`src/rtl/event_acq_ctrl.sv`:
```
// event_acq_ctrl
// Run controller for an event acquisition path. It arms on a start pulse,
// optionally waits for an external gate, writes one FIFO word per accepted
// trigger while running, then drains the FIFO before reporting completion.
// The FIFO is read out as an AXI-Stream source in every state, with packets
// cut at a configurable beat count or at the last word of a drain.
//
// Ports
//   clk, rstn_i              clock, synchronous active-low reset
//   start_i/stop_i/abort_i   one-cycle run control pulses
//   cfg_gate_en_i, gate_i    run only while gate_i is high when enabled
//   cfg_event_limit_i        events per run, 0 = unlimited
//   cfg_packet_size_i        beats per packet, 0 treated as 1
//   trig_i                   event strobe
//   fifo_full_i/empty_i/count_i  FIFO status (first-word-fall-through)
//   axis_tready_i            downstream ready
//   fifo_wr_en_o/rd_en_o/rst_o   FIFO controls
//   axis_tvalid_o/tlast_o    stream handshake and framing
//   state_o, busy_o, done_o  status
//   event_cnt_o, drop_cnt_o, overflow_o  per-run statistics
module event_acq_ctrl #(
  parameter int CNT_W = 16
) (
  input  logic             clk,
  input  logic             rstn_i,
  input  logic             start_i,
  input  logic             stop_i,
  input  logic             abort_i,
  input  logic             cfg_gate_en_i,
  input  logic             gate_i,
  input  logic [31:0]      cfg_event_limit_i,
  input  logic [CNT_W-1:0] cfg_packet_size_i,
  input  logic             trig_i,
  input  logic             fifo_full_i,
  input  logic             fifo_empty_i,
  input  logic [CNT_W-1:0] fifo_count_i,
  input  logic             axis_tready_i,
  output logic             fifo_wr_en_o,
  output logic             fifo_rd_en_o,
  output logic             fifo_rst_o,
  output logic             axis_tvalid_o,
  output logic             axis_tlast_o,
  output logic [2:0]       state_o,
  output logic [31:0]      event_cnt_o,
  output logic [31:0]      drop_cnt_o,
  output logic             overflow_o,
  output logic             busy_o,
  output logic             done_o
);

  typedef enum logic [2:0] {
    IDLE  = 3'd0,
    ARMED = 3'd1,
    RUN   = 3'd2,
    DRAIN = 3'd3
  } state_t;

  localparam logic [31:0] CNT_SAT = 32'hFFFF_FFFF;

  state_t           state_reg, state_next;
  logic [31:0]      event_cnt_reg, event_cnt_next;
  logic [31:0]      drop_cnt_reg, drop_cnt_next;
  logic             overflow_reg, overflow_next;
  logic             done_reg, done_next;
  logic             fifo_rst_reg, fifo_rst_next;
  logic [CNT_W-1:0] beat_reg, beat_next;
  logic [CNT_W-1:0] size_reg, size_next;
  logic [CNT_W-1:0] eff_size;

  logic wr_accept;
  logic trig_drop;
  logic limit_hit;
  logic abort_hit;
  logic tvalid;
  logic tlast;
  logic handshake;

  // Write path: only RUN writes; a trigger on the exit cycle is still taken.
  assign wr_accept = (state_reg == RUN) && trig_i && !fifo_full_i;
  assign trig_drop = (state_reg == RUN) && trig_i && fifo_full_i;
  assign abort_hit = abort_i && (state_reg != IDLE);

  // The write that brings the count up to the limit ends the run.
  assign limit_hit = wr_accept && (cfg_event_limit_i != 32'd0) &&
                     (event_cnt_reg != CNT_SAT) &&
                     ((event_cnt_reg + 32'd1) == cfg_event_limit_i);

  always_comb begin
    state_next     = state_reg;
    event_cnt_next = event_cnt_reg;
    drop_cnt_next  = drop_cnt_reg;
    overflow_next  = overflow_reg;
    done_next      = 1'b0;
    fifo_rst_next  = 1'b0;

    case (state_reg)
      IDLE: begin
        if (start_i && !stop_i && !abort_i) begin
          state_next     = ARMED;
          event_cnt_next = 32'd0;
          drop_cnt_next  = 32'd0;
          overflow_next  = 1'b0;
        end
      end

      ARMED: begin
        if (abort_i) begin
          state_next    = IDLE;
          fifo_rst_next = 1'b1;
        end else if (stop_i) begin
          state_next = IDLE;
        end else if (!cfg_gate_en_i || gate_i) begin
          state_next = RUN;
        end
      end

      RUN: begin
        if (wr_accept && (event_cnt_reg != CNT_SAT)) begin
          event_cnt_next = event_cnt_reg + 32'd1;
        end
        if (trig_drop) begin
          overflow_next = 1'b1;
          if (drop_cnt_reg != CNT_SAT) begin
            drop_cnt_next = drop_cnt_reg + 32'd1;
          end
        end
        if (abort_i) begin
          state_next    = IDLE;
          fifo_rst_next = 1'b1;
        end else if (stop_i || (cfg_gate_en_i && !gate_i) || limit_hit) begin
          state_next = DRAIN;
        end
      end

      DRAIN: begin
        if (abort_i) begin
          state_next    = IDLE;
          fifo_rst_next = 1'b1;
        end else if (fifo_empty_i) begin
          state_next = IDLE;
          done_next  = 1'b1;
        end
      end

      default: begin
        state_next = IDLE;
      end
    endcase
  end

  // Readout. The packet size is captured on the first beat of each packet so
  // a configuration change never shortens or stretches a packet in flight.
  always_comb begin
    eff_size = size_reg;
    if (beat_reg == '0) begin
      eff_size = (cfg_packet_size_i == '0) ? CNT_W'(1) : cfg_packet_size_i;
    end
  end

  assign tvalid    = !fifo_empty_i;
  assign handshake = tvalid && axis_tready_i;
  assign tlast     = tvalid && ((beat_reg == (eff_size - CNT_W'(1))) ||
                                ((state_reg == DRAIN) && (fifo_count_i == CNT_W'(1))));

  always_comb begin
    beat_next = beat_reg;
    size_next = size_reg;
    if (beat_reg == '0) begin
      size_next = eff_size;
    end
    if (abort_hit) begin
      beat_next = '0;
    end else if (handshake) begin
      beat_next = tlast ? '0 : (beat_reg + CNT_W'(1));
    end
  end

  always_ff @(posedge clk) begin
    if (!rstn_i) begin
      state_reg     <= IDLE;
      event_cnt_reg <= 32'd0;
      drop_cnt_reg  <= 32'd0;
      overflow_reg  <= 1'b0;
      done_reg      <= 1'b0;
      fifo_rst_reg  <= 1'b1;
      beat_reg      <= '0;
      size_reg      <= CNT_W'(1);
    end else begin
      state_reg     <= state_next;
      event_cnt_reg <= event_cnt_next;
      drop_cnt_reg  <= drop_cnt_next;
      overflow_reg  <= overflow_next;
      done_reg      <= done_next;
      fifo_rst_reg  <= fifo_rst_next;
      beat_reg      <= beat_next;
      size_reg      <= size_next;
    end
  end

  assign fifo_wr_en_o  = wr_accept;
  assign fifo_rd_en_o  = handshake;
  assign fifo_rst_o    = fifo_rst_reg;
  assign axis_tvalid_o = tvalid;
  assign axis_tlast_o  = tlast;
  assign state_o       = state_reg;
  assign event_cnt_o   = event_cnt_reg;
  assign drop_cnt_o    = drop_cnt_reg;
  assign overflow_o    = overflow_reg;
  assign busy_o        = (state_reg != IDLE);
  assign done_o        = done_reg;

endmodule
```
`config.mk`:
```
export PLATFORM = sky130hd
export DESIGN_NAME = event_acq_ctrl
export DESIGN_NICKNAME = d
export VERILOG_FILES = /design/src/rtl/event_acq_ctrl.sv
export SDC_FILE = /design/constraint.sdc
export NUM_CORES = 1
export LEC_CHECK = 0
export ABC_AREA = 0
export ABC_CLOCK_PERIOD_IN_PS = 11500
export BUFFER_PORTS_ARGS = -buffer_cell sky130_fd_sc_hd__buf_4
export CORE_ASPECT_RATIO = 1.5
export CORE_MARGIN = 10
export CORE_UTILIZATION = 40
export CTS_CLUSTER_DIAMETER = 80
export DETAILED_ROUTE_END_ITERATION = 6
export GPL_ROUTABILITY_DRIVEN = 0
export SYNTH_ARGS = -nofsm -noshare
export SYNTH_HDL_FRONTEND = slang
export SYNTH_SLANG_ARGS = --single-unit
```
`constraint.sdc`:
```
create_clock -name clk -period 11.5 [get_ports clk]
set_input_delay 1.15 -clock clk [delete_from_list [all_inputs] [get_ports clk]]
set_output_delay 1.15 -clock clk [all_outputs]
set_load 0.005 [all_outputs]
```
==> reports/results.ini <==
[finish]
nFillCells=1853
multi_input_area_sq_um=4761
n_antenna_cell=0
nets=1129
mostFrequentLayoutCells=155 x buf_4, 101 x dfxtp_1, 99 x nor2_1
seq_area_sq_um=2022
fin_area_sq_um=8596
drive_gt1_frac=0.1917
final_common_cell=buf_4
syn2layout_area_growth_pct=21.01
finalNonFillerCells=1267

[power_and_ir_drop]
p_int_uw=573.4
sw_frac_of_total=0.3034
p_leak_nw=3.162
p_seq_frac=0.442
p_sw_uw=249.7
power_per_cell_area_nw_per_um2=95.76
pwr-share-comb=0.167
clkPwrFrac=0.391
worst_ir_drop_vdd_mv=0.06050

[floorplanning]
die_w_microns=128.8
io_pins=150
core_area_sq_um=17420
start_util=0.4077
core.rowCount=59
die_area_sq_um=23600
die_h_microns=183.2

[placement]
place.port_buffers=148
dp_hpwl_microns=18370
place_inst=1251
place_area_sq_um=8284
place_ws_ns=5.544

[synthesis]
synth_area_per_cell_sq_um=7.573
netlist_area_sq_um=7103
yosys_warnings=0
synthArstFlopShare=0
yosysSeqAreaShare=0.2847
syn_nets=1018
synth_seq_cells=101
synth_flop_cell=dfxtp_1
ys_types=66
synth_edf_count=0
synth_cells=938

[worst_hold_path]
hold_path.class=reg -> reg

[route]
drt-initial-drc-count=470
route.detailed.drc=0
drt-wirelength-per-cell_microns=19.15
ant_nets=0
dr.pass1.iters=5
wirelength_microns=24260
vias=7344
via_per_inst=5.796

[timing]
finalWorstSetupSlack_ns=5.280
final_hold_viol_count=0
setup_violations=0
relSlewSlack=0.2705
max_freq_ghz=0.1608
fin_worst_hold_slack_ns=0.4649
slew_viol_final=0
fin_setup_tns_ns=0
rsz0062_at_grt=false
fin_crit_ns=6.220
fin_crit_sh=0.5409
worstMarginPinSlew_ns=1.092
clock-skew-final_ns=0.01341

[grt]
grt_pass1_vias=7229
grt_max_degree=48
grtUsageTotal=0.2013
grt_pass1_wl_microns=38340
gr-total-overflow=0
antenna_found_initial=0

[clock_network]
cts-root-buf=clkbuf_16
cts_hold_buf=0
cts_tree=done
cts.path.max_buffers=2
clk_latency_ns=0.37
cts_setup_buffers=0
path_clk_slew_ns=0.08
ctsHtreeMaxLevel=3
cts_buffers=9
post_cts_resized=0
clkSinkCount=101

[setup_path]
crit_fanout=29
start_kind=flop
critPathArrivalTime_ns=5.07
path_class=reg -> out
max_stage_delay_ns=0.65
crit_slowest_cell=or4b_2
required_ns=10.35
crit_path_end_kind=output port
critical_path.cell_chain=inv_1, ha_1, nor3b_1, and4_1, buf_4, mux2i_1, ha_1, or4b_2, or4_1, o211ai_1, o21ai_1, xnor2_1, o211ai_1, o41ai_4, buf_4, and2_1, buf_4
path_common_cell=buf_4

[run]
max-cap-violations=0

[run_status]
status=complete, no violations

cell usage after synthesis (all sizes together), types with 6 or more instances:
cell    instances  area, sq um
a211oi         20        150.1
a21oi          63        315.3
a31oi           8        50.05
and2            9        56.31
and3           16        100.1
and4            9        78.83
buf            13        91.33
clkbuf         42        157.7
dfxtp         101         2022
inv            19        71.32
mux2           10        116.4
mux2i          16        160.2
nand2          88        330.3
nand2b         11        68.82
nand3          37        185.2
nand4          29        181.4
nor2           99        371.6
nor2b          13        81.33
nor3           39        200.2
nor3b           7        52.55
nor4           38        301.5
o21ai          49        249.0
o41ai           6        71.32
or2             6        37.54
or3            15        93.84
or4            13        101.4
xnor2          67        586.8
xor2           35        306.5
stage by stage:
step	utilization	power, mW
global placement	0.4755	0.5085
detailed placement	0.4755	0.5083
floorplan	-	0.4549
finish	0.4934	0.8231
global route	0.4934	0.8590
CTS	0.4934	0.8304
path summary, 6_finish.rpt:
kind                     from      endpoint  cells past startpoint  slack (ns)
hold / removal     overflow_o    overflow_o                      2        0.46
setup / recovery  beat_reg[0]  axis_tlast_o                     17        5.28
hold reg to reg    overflow_o    overflow_o                      2        0.46
setup reg to reg  beat_reg[0]   beat_reg[9]                     16        6.80
power by group through the flow:
stage	Sequential [mW]	Clock, mW	Combinational (mW)
after CTS	0.364	0.330	0.137
after global placement	0.372	0	0.136
after global routing	0.365	0.344	0.150
after floorplan	0.369	0	0.0861
after detailed placement	0.372	0	0.136
final	0.364	0.322	0.137
area by class of cell:
type / count / area share
clock buffers: 9 / 0.02620
clock inverters: 7 / 0.01004
well taps: 213 / 0.03100
multi-input cells: 763 / 0.5539
flip-flops and latches: 101 / 0.2352
inverters: 19 / 0.008297
repair buffers: 155 / 0.1354
layer usage:
metal	global-route usage	vias to the layer above	part of all wire
met3	0.05456	50	0.063
met1	0.2175	3463	0.39
met4	0.08763	0	0.037
met2	0.3578	208	0.51
met5	0	-	0
li1	-	3623	-
cells by family after synthesis:
kind of cell / count (synthesis) / synth area share
fa+ha+maj: 5 / 0.008807
xor+xnor: 102 / 0.1258
flops: 101 / 0.2847
compound gates: 184 / 0.1610
other cells: 1 / 0.0005279
buf+inv: 74 / 0.04509
mux: 26 / 0.03893
simple gates: 445 / 0.3352
worst max-delay path, delay by kind of cell, from the launching register on:
kind                     cells  cell delay [ns]
multiplexers                 1             0.29
flip-flops                   1             0.33
AO/OA/AOI/OAI                4             0.73
AND/OR/NAND/NOR              5             1.77
adder cells (fa/ha/maj)      2             0.51
buffers and inverters        4             0.86
XOR/XNOR                     1             0.21
(Power assumes the default switching activity.)
